==> config.mk <==
export PLATFORM = sky130hd
export DESIGN_NAME = divisor_4bits
export DESIGN_NICKNAME = d
export VERILOG_FILES = /design/src/rtl/divisor_4bits.sv
export SDC_FILE = /design/constraint.sdc
export NUM_CORES = 1
export LEC_CHECK = 0
export ABC_AREA = 1
export BUFFER_PORTS_ARGS = -buffer_cell sky130_fd_sc_hd__buf_2
export CAP_MARGIN = 20
export CORE_UTILIZATION = 49
export DETAILED_ROUTE_END_ITERATION = 7
export HOLD_SLACK_MARGIN = 0.1
export PLACE_DENSITY = 0.73
export SLEW_MARGIN = 20
export SYNTH_ARGS = -nofsm -noshare
export SYNTH_HDL_FRONTEND = slang
export SYNTH_SLANG_ARGS = --single-unit
export TNS_END_PERCENT = 10
==> constraint.sdc <==
create_clock -name clk -period 1.5 [get_ports clk]
set_input_delay 0.15 -clock clk [delete_from_list [all_inputs] [get_ports clk]]
set_output_delay 0.15 -clock clk [all_outputs]
set_load 0.05 [all_outputs]
==> src/rtl/divisor_4bits.sv <==
// divisor_4bits: sequential 4-bit unsigned restoring divider, one quotient bit per clock
module subtrator_4bits (
    input  logic [3:0] A,
    input  logic [3:0] B,
    output logic [3:0] S,
    output logic       Bout
);
    logic [4:0] d;
    assign d    = {1'b0, A} - {1'b0, B};
    assign S    = d[3:0];
    assign Bout = d[4];
endmodule

module divisor_4bits (
    input  logic       clk,
    input  logic       rst,
    input  logic       start,
    input  logic [3:0] A,
    input  logic [3:0] B,
    output logic [3:0] Q,
    output logic [3:0] R,
    output logic       busy,
    output logic       done,
    output logic       erro_div0
);
    typedef enum logic [1:0] {IDLE, CALC, FIM} state_t;
    state_t state, nxt;
    logic [3:0] wq, wb, wr, s, nr;
    logic [4:0] p;
    logic [1:0] cnt;
    logic       bout, ge;
    subtrator_4bits u_sub (.A(p[3:0]), .B(wb), .S(s), .Bout(bout));
    assign busy = state == CALC;
    assign done = state == FIM;
    // p[4] keeps the step correct for any wr < wb, even though a 4-bit dividend never sets it
    always_comb begin
        p  = {wr, wq[3]};
        ge = p[4] | ~bout;
        nr = ge ? s : p[3:0];
        nxt = state;
        unique case (state)
            IDLE:    nxt = start ? ((B == 4'd0) ? FIM : CALC) : IDLE;
            CALC:    nxt = (cnt == 2'd3) ? FIM : CALC;
            default: nxt = IDLE;
        endcase
    end
    always_ff @(posedge clk) begin
        if (rst)
            state <= IDLE;
        else
            state <= nxt;
    end
    always_ff @(posedge clk) begin
        if (rst) begin
            Q         <= 4'd0;
            R         <= 4'd0;
            erro_div0 <= 1'b0;
            cnt       <= 2'd0;
            wq        <= 4'd0;
            wb        <= 4'd0;
            wr        <= 4'd0;
        end else if (state == IDLE && start) begin
            if (B == 4'd0) begin
                Q         <= 4'hF;
                R         <= A;
                erro_div0 <= 1'b1;
            end else begin
                wq  <= A;
                wb  <= B;
                wr  <= 4'd0;
                cnt <= 2'd0;
            end
        end else if (state == CALC) begin
            wr  <= nr;
            wq  <= {wq[2:0], ge};
            cnt <= cnt + 2'd1;
            if (cnt == 2'd3) begin
                Q         <= {wq[2:0], ge};
                R         <= nr;
                erro_div0 <= 1'b0;
            end
        end
    end
endmodule

---- Yosys cells after proc, flatten, opt, wreduce, memory -nomap -nowiden ----
Index checks and enable logic that the tools add are counted.
word-level totals
  output and inout port bits .............. 11
  input bits .............................. 11
  flip-flop bits (word level) ............. 25
operators by class
  bitwise gates (word level) .............. 3
  eq/ne operators ......................... 5
  reduce and logical (&&, ||, !) cells .... 8
  mux-type cells .......................... 26
  add/sub/neg operators ................... 2
operators with widths
  cell                                                                      count
  4-bit two-way mux                                                         15
  2-bit two-way mux                                                         6
  4-bit by 4-bit subtractor with 5-bit output                               1
  2-bit == test (second input constant)                                     2
  4-bit logical NOT                                                         1
  1-bit two-way mux                                                         4
  2-bit one-hot mux with 2 select lines                                     1
  2-bit AND reduction                                                       2
  2-bit nonzero test                                                        2
  3-bit AND reduction                                                       1
  2-bit by 1-bit adder with 2-bit output (second input constant)            1
  2-bit by 1-bit == test with 1-bit output (second input constant)          1
  2-bit logical NOT                                                         1
  2-bit by 1-bit inequality test with 1-bit output (second input constant)  1
  2-bit inequality test (second input constant)                             1
  1-bit NOT                                                                 2
  1-bit logical AND                                                         1
  1-bit bitwise OR                                                          1

---- Longest topological paths before layout ----
Gate-level depths: netlist of the first run.
  word-level depth ........................ 7
  depth in mapped cells ................... 12
  mapped depth without buffers ............ 12

---- Cells and area by module ----
From an unflattened synthesis of the first run, not the netlist that was laid out.
unflattened totals
  cell total of the unflattened synthesis .. 224
  area total of the unflattened synthesis .. 1420.1 um^2
by module, submodules not included
  module           instances  sequential area each (um^2)  area each (um^2)  cells an instance
  divisor_4bits    1          500.5                        1276.2            202
  subtrator_4bits  1          0.0                          143.9             22

---- Worst setup path after synthesis of the first run ----
OpenSTA, ideal clock, no wires.
  kind .................................... flip-flop to flip-flop
  start ................................... reg wq[3]
  end ..................................... reg R[2]
  required time ........................... 1.384 ns
  cell stages (with the launch flop) ...... 13
  buffers on the path ..................... 0
  setup time .............................. 0.116 ns
  data arrival time ....................... 1.515 ns
  setup slack ............................. -0.131 ns
  path through ............................ dfxtp_1 > inv_1 > ha_1 > inv_1 > fa_1 > nand2_1 > nand2_1 > nand2_1 > nand2_1 > nand3_1 > nand2_1 > nor2_1 > nor2_1
between the ends
  longest elaborated chain between the ends .. 7
ends and longest elaborated chain
  element                                        RTL line  RTL
  start, declared                                28        logic [3:0] wq, wb, wr, s, nr;
  start signal, assigned                         75        wq <= {wq[2:0], ge};
  4-bit by 4-bit subtractor with 5-bit output *  9         assign d = {1'b0, A} - {1'b0, B};
  1-bit NOT                                      38        ge = p[4] | ~bout;
  1-bit bitwise OR                               38
  4-bit two-way mux *                            39        nr = ge ? s : p[3:0];
  4-bit two-way mux *                            77        if (cnt == 2'd3) begin
  4-bit two-way mux *                            73        end else if (state == CALC) begin
  4-bit two-way mux *                            62        end else if (state == IDLE && start) begin
  end signal, assigned                           79        R <= nr;
  end, declared                                  21        output logic [3:0] R,
Mark *: on every way between the ends. The rest lies on a longest branch, timed or not. The select of a mux whose other input is x is not followed.
A chain may end at the register's enable or synchronous reset.

---- Worst setup path in the final report of the first run ----
  start ................................... reg wq[3]
  end ..................................... reg R[0]
between the ends
  longest elaborated chain between the ends .. 7
ends and longest elaborated chain
  element                                      RTL line
  4-bit by 4-bit subtractor with 5-bit output  9
  1-bit NOT                                    38
  1-bit bitwise OR                             38
  4-bit two-way mux *                          39
  4-bit two-way mux *                          77
  4-bit two-way mux *                          73
  4-bit two-way mux *                          62
Marked as above.

==> flow_summary.ini, run 1 <==
[status]
status = finished with violations
violations = negative setup slack

[placement]
dpl-instance-area_um2 = 1470
detailed_place_hpwl_um = 2050
dp.cells = 239
port_buffers = 21
place_ws_ps = -143
gp_congestion = 0.823

[global_route]
grt_pass1_wl_um = 4590
grt_pass1_vias = 1124
grt_max_degree = 17
overflow = 0
grt_use_total_pct = 22.4
grt_antenna_before_repair = 0

[sta]
finClkSkew_ps = 8.39
hold_slack_ps = 148
finalCritPeriodShare_pct = 111
timing.final.ws_setup_ps = -159
relSlewSlack_pct = 70.4
fin_crit_ps = 1660
final_hold_viol_count = 0
max_freq_ghz = 0.603
worst_pin_slew_ps = 442
rsz0062_at_grt = true
slew_viol_final = 0
setup_viol = 10
finalSetupTns_ps = -1080

[power_and_ir_drop]
p_sw_uw = 701
switching_share_pct = 39.3
power_frac_clock_pct = 17.5
p_int_mw = 1.08
seq_power_share_pct = 44.1
combPwrFrac_pct = 38.4
irDropWorstVdd_mv = 0.769
p_leak_nw = 0.791
power_density_nw_per_um2 = 1140

[floorplanning]
chipHeight_um = 53.3
row_count = 18
die_x_um = 53.3
io_pins = 22
die_area_um2 = 2840
initial_core_util_pct = 52.0
coreArea_um2 = 2480

[detailed_routing]
vias = 1268
drt_iter0_markers = 27
detail_route.wl_per_cell_um = 11.2
drt-total-wl_um = 2780
remaining_drc_errors = 0
ant_nets = 0
via_per_inst = 5.13
firstDrtPassIters = 4

[layout]
seqCellArea_um2 = 503
multi_input_area_um2 = 704
syn_to_final_growth_pct = 21.7
antenna_cells = 0
drive_gt1_share_pct = 24.9
fin_cells = 247
final_nets = 235
fin_area_um2 = 1570
fillers = 229

[logic_synthesis]
yosys-top-cells-area = dfxtp_1, nand2_1, nor2_1, inv_1, a21oi_1
synthDistinctLibCells = 23
synth_area_um2 = 1290
synthArstFlopShare_pct = 0
postSynthAreaPerCell_um2 = 6.96
synth-seq-cells = 25
synth.yosys.seq_area_share_pct = 38.9
synth_top_area_cell = dfxtp_1
ys_top_cells_by_count = nand2_1, nor2_1, dfxtp_1
syn_inst = 185
synth_most_common_cell = nand2_1
ys.flop_type = dfxtp_1
yosys.area.top_type_share_pct = 38.9
synth-edff-count = 0
yosys_warnings = 0
syn_nets = 202

[worst_hold_path]
hold_depth = 2
hold_path_class = in -> reg
whs_endpoint = Q[1]
hold_start = rst

[setup_path]
required_ps = 1740
crit_path_start_kind = flop
worstPathArrival_ps = 1900
reg2reg_depth = 12
cp_max_fo = 6
r2r_slack_ps = -160
reg2reg_from = wq[3]
cp-end-kind = flop
criticalPathCategory = reg -> reg
r2r_end = R[0]

[cts]
clock_sinks = 25
numCtsBuffers = 3
h-tree-depth = 1
clock-root-buffer = clkbuf_4
cts_tree = done
clk_pin_slew_worst_paths_ps = 150
post_cts_buffers = 0
clk_path_buf_depth = 2
insertion_delay_ps = 320

[job]
drv_cap = 0
[cells by family (layout without fill, tap and decap cells)]
logic type      count (synthesis)  after routing  share of synthesized area (%)
compound gates                 32             32                           12.7
xor+xnor                        1              1                          0.680
flops                          25             25                           38.9
simple gates                   93             93                           32.2
buf+inv                        28             60                           9.14
fa+ha+maj                       6              6                           6.41
[final cells by class]
class | instances | area share (%)
clock buffer | 3 | 1.44
timing repair buffer | 33 | 13.1
inverter | 23 | 5.51
multi-input combinational | 132 | 45.0
sequential | 25 | 32.1
clock inverter | 1 | 0.479
tap | 30 | 2.40
[power by group through the flow]
| stage | clock network [mW] | registers (mW) | logic, mW |
|---|---|---|---|
| finish | 0.312 | 0.788 | 0.685 |
| global route | 0.341 | 0.798 | 0.765 |
| CTS | 0.326 | 0.785 | 0.652 |
| detailed placement | 0 | 0.800 | 0.642 |
| global placement | 0 | 0.797 | 0.624 |
| floorplan | 0 | 0.874 | 0.414 |
[cell usage in the layout, fill, tap and decap left out, drive strengths merged]
cell         Yosys  routed
nor2            30      30
or2              3       3
nand3b           1       1
a21oi           13      13
ha               5       5
dfxtp           25      25
buf              3      29
xor2             1       1
fa               1       1
clkinvlp         0       1
dlygate4sd3      0       4
o21ai           19      19
nand4            4       4
nand3           13      13
nand2           42      42
clkbuf           2       3
inv             23      23
[through the flow]
step / total power [mW] / util (%)
2_1_floorplan: 1.29 / -
3_3_place_gp: 1.42 / 59.2
3_5_place_dp: 1.44 / 59.2
4_1_cts: 1.76 / 62.0
5_1_grt: 1.90 / 63.2
6_report: 1.79 / 63.2
[critical path, stage by stage (launching register included)]
cell and delay, ps:
dfxtp_2 350, inv_2 60, ha_4 120, inv_2 40
fa_2 350, nand2_1 70, nand2_1 70, nand2_2 140
nand2_4 80, nand3b_1 120, nand2_1 70, nor2_1 90
nor2_1 40
[what timing repair did]
item,CTS,global route
setup endpoints to repair,10,10
hold buffers,4,0
pin swaps,0,8
resized for setup,0,9
endpoints found under the hold margin,4,0
[sequential cells by signal, summed over array words and instances (netlist names)]
signal	cells
state	2
erro_div0	1
R	4
cnt	2
wq	4
wb	4
Q	4
wr	4
[how the worst max path moves through the flow]
stage           from  endpoint  cells past startpoint
6_report       wq[3]      R[0]                     12
4_1_cts        wq[3]      R[0]                     12
2_1_floorplan  wq[3]      R[2]                     12
3_5_place_dp   wq[3]      R[0]                     12
5_1_grt        wq[3]     wr[0]                     12
3_3_place_gp   wb[0]      R[0]                     11
[routing by layer]
metal / share of wire, % / global-route usage [%] / routed length [µm]
met3: 4.9 / 4.02 / 136
met5: 0 / 0 / 0
met4: 0.54 / 6.58 / 15
met2: 50 / 39.2 / 1380
met1: 45 / 27.3 / 1240
(Power assumes the default switching activity.)
==> inputs of run 2 (changes only) <==
--- a/config.mk
+++ b/config.mk
@@ -8,7 +8,9 @@
 export ABC_AREA = 1
 export BUFFER_PORTS_ARGS = -buffer_cell sky130_fd_sc_hd__buf_2
 export CAP_MARGIN = 20
-export CORE_UTILIZATION = 49
+export CELL_PAD_IN_SITES_DETAIL_PLACEMENT = 0
+export CELL_PAD_IN_SITES_GLOBAL_PLACEMENT = 1
+export CORE_UTILIZATION = 35
 export DETAILED_ROUTE_END_ITERATION = 7
 export HOLD_SLACK_MARGIN = 0.1
 export PLACE_DENSITY = 0.73
==> flow_summary.ini, run 2 (synthesis gave the netlist of run 1 again) <==
[status]
status = finished with violations
violations = negative setup slack

[cts]
insertion_delay_ps = 270
h-tree-depth = 1
clock-root-buffer = clkbuf_8
cts_tree = done
clock_sinks = 25
clk_pin_slew_worst_paths_ps = 90
clk_path_buf_depth = 2
numCtsBuffers = 3
hold_buffers = 0

[setup_path]
worstPathArrival_ps = 1830
r2r_slack_ps = -150
cpPeakStageDelay_ps = 390
cp-end-kind = flop
crit_slowest_cell = fa_2
cp_top_family = simple AND/OR/NAND/NOR gates
path_cells = inv_1 -> ha_1 -> inv_2 -> fa_2 -> nand2_2 -> nand2_2 -> nand2_4 -> nand2_4 -> nand3b_1 -> nand2_1 -> nor2_1 -> nor2_1
crit_path_start_kind = flop
cp_max_fo = 6
crit_buf_inv = 2
required_ps = 1680
criticalPathCategory = reg -> reg

[detailed_routing]
via_per_inst = 4.76
drt-total-wl_um = 2970
firstDrtPassIters = 4
detail_route.wl_per_cell_um = 11.2
drt_iter0_markers = 66
ant_nets = 0
remaining_drc_errors = 0
vias = 1262

[sta]
fin_crit_ps = 1650
finClkSkew_ps = 1.25
worst_pin_slew_ps = 370
rsz0062_at_grt = true
relSlewSlack_pct = 75.3
finalCritPeriodShare_pct = 110
final_hold_viol_count = 0
setup_viol = 9
hold_slack_ps = 125
timing.final.ws_setup_ps = -152
max_freq_ghz = 0.605
slew_viol_final = 0

[layout]
final_cell_mix = nand2_1, nor2_1, dfxtp_1, buf_2, inv_1
drive_gt1_share_pct = 28.8
utilization_pct = 47.2
antenna_cells = 0
fin_cells = 265
syn_to_final_growth_pct = 26.1
layout_commonest_cell = nand2_1
final_nets = 237

[floorplanning]
chipHeight_um = 62.7
coreArea_um2 = 3440
row_count = 21
io_pins = 22
die_area_um2 = 3930
die_x_um = 62.7
initial_core_util_pct = 37.4

[global_route]
grt_use_total_pct = 16.9
grt_antenna_before_repair = 0
grt_max_degree = 17
overflow = 0
grt_pass1_wl_um = 5280
grt_pass1_vias = 1211

[worst_hold_path]
hold_path_class = in -> reg

[placement]
port_buffers = 21
detailed_place_hpwl_um = 2200
gp_congestion = 0.806
dp.cells = 260

[power_and_ir_drop]
p_int_mw = 1.20
seq_power_share_pct = 40.6
p_sw_uw = 739
power_frac_clock_pct = 21.2
switching_share_pct = 38.1
p_leak_nw = 0.819
power_density_nw_per_um2 = 1190
irDropWorstVdd_mv = 0.544
finalPower_mw = 1.94
combPwrFrac_pct = 38.2

[job]
drv_cap = 0
## run 2: cell types whose count changed in the layout (fill, tap and decap cells not counted), moves of 2 or more
cell	change
buf_4	+6
clkbuf_4	-3
clkbuf_8	+3
dlygate4sd3_1	-4
nand2_1	-2
## run 2: cell type report
| type | instances | area, µm² |
|---|---|---|
| Fill cell | 362 | 1820 |
| Tap cell | 46 | 57.6 |
| Clock buffer | 3 | 41.3 |
| Clock inverter | 1 | 7.51 |
| Sequential cell | 25 | 503 |
| Multi-Input combinational cell | 132 | 718 |
| Inverter | 23 | 86.3 |
| Timing Repair Buffer | 35 | 210 |
## run 2: worst reg2reg max path: stages (launching register included)
cell and delay, ps:
dfxtp_2 330, inv_1 40, ha_1 140, inv_2 50
fa_2 390, nand2_2 70, nand2_2 60, nand2_4 100
nand2_4 70, nand3b_1 100, nand2_1 60, nor2_1 90
nor2_1 40
## run 2: worst paths after layout
path,start,endpoint,depth (start not counted)
hold reg to reg,Q[2],Q[2],2
setup / recovery,wq[3],R[0],12
hold / removal,B[0],wb[0],3
setup reg to reg,wq[3],R[0],12
## run 2: timing repair
action / 4_1_cts / 5_1_grt
pin swaps: 0 / 8
resized for setup: 0 / 12
setup endpoints to repair: 8 / 10
gates cloned: 0 / 0
setup buffers: 0 / 1
## run 2: routing by layer
| layer | GRT usage [%] | up-vias | wire [µm] |
|---|---|---|---|
| met3 | 2.92 | 5 | 107 |
| li1 | - | 662 | - |
| met5 | 0 | - | 0 |
| met1 | 22.1 | 567 | 1430 |
| met2 | 27.7 | 28 | 1400 |
| met4 | 6.10 | 0 | 40 |
## run 2: metrics by stage
stage	setup TNS (ps)	setup slack, ps	instance area (µm²)
floorplan	-74.6	-21.8	1290
global placement	-326	-64.9	1520
detailed placement	-687	-108	1520
CTS	-716	-113	1570
global route	-2160	-266	1620
finish	-968	-152	1620
## run 2: power groups by stage
stage	Clock, mW	Sequential [mW]	Combinational [mW]
floorplan	0	0.874	0.414
global placement	0	0.799	0.665
detailed placement	0	0.802	0.672
CTS	0.424	0.787	0.675
global route	0.463	0.799	0.835
finish	0.411	0.788	0.741
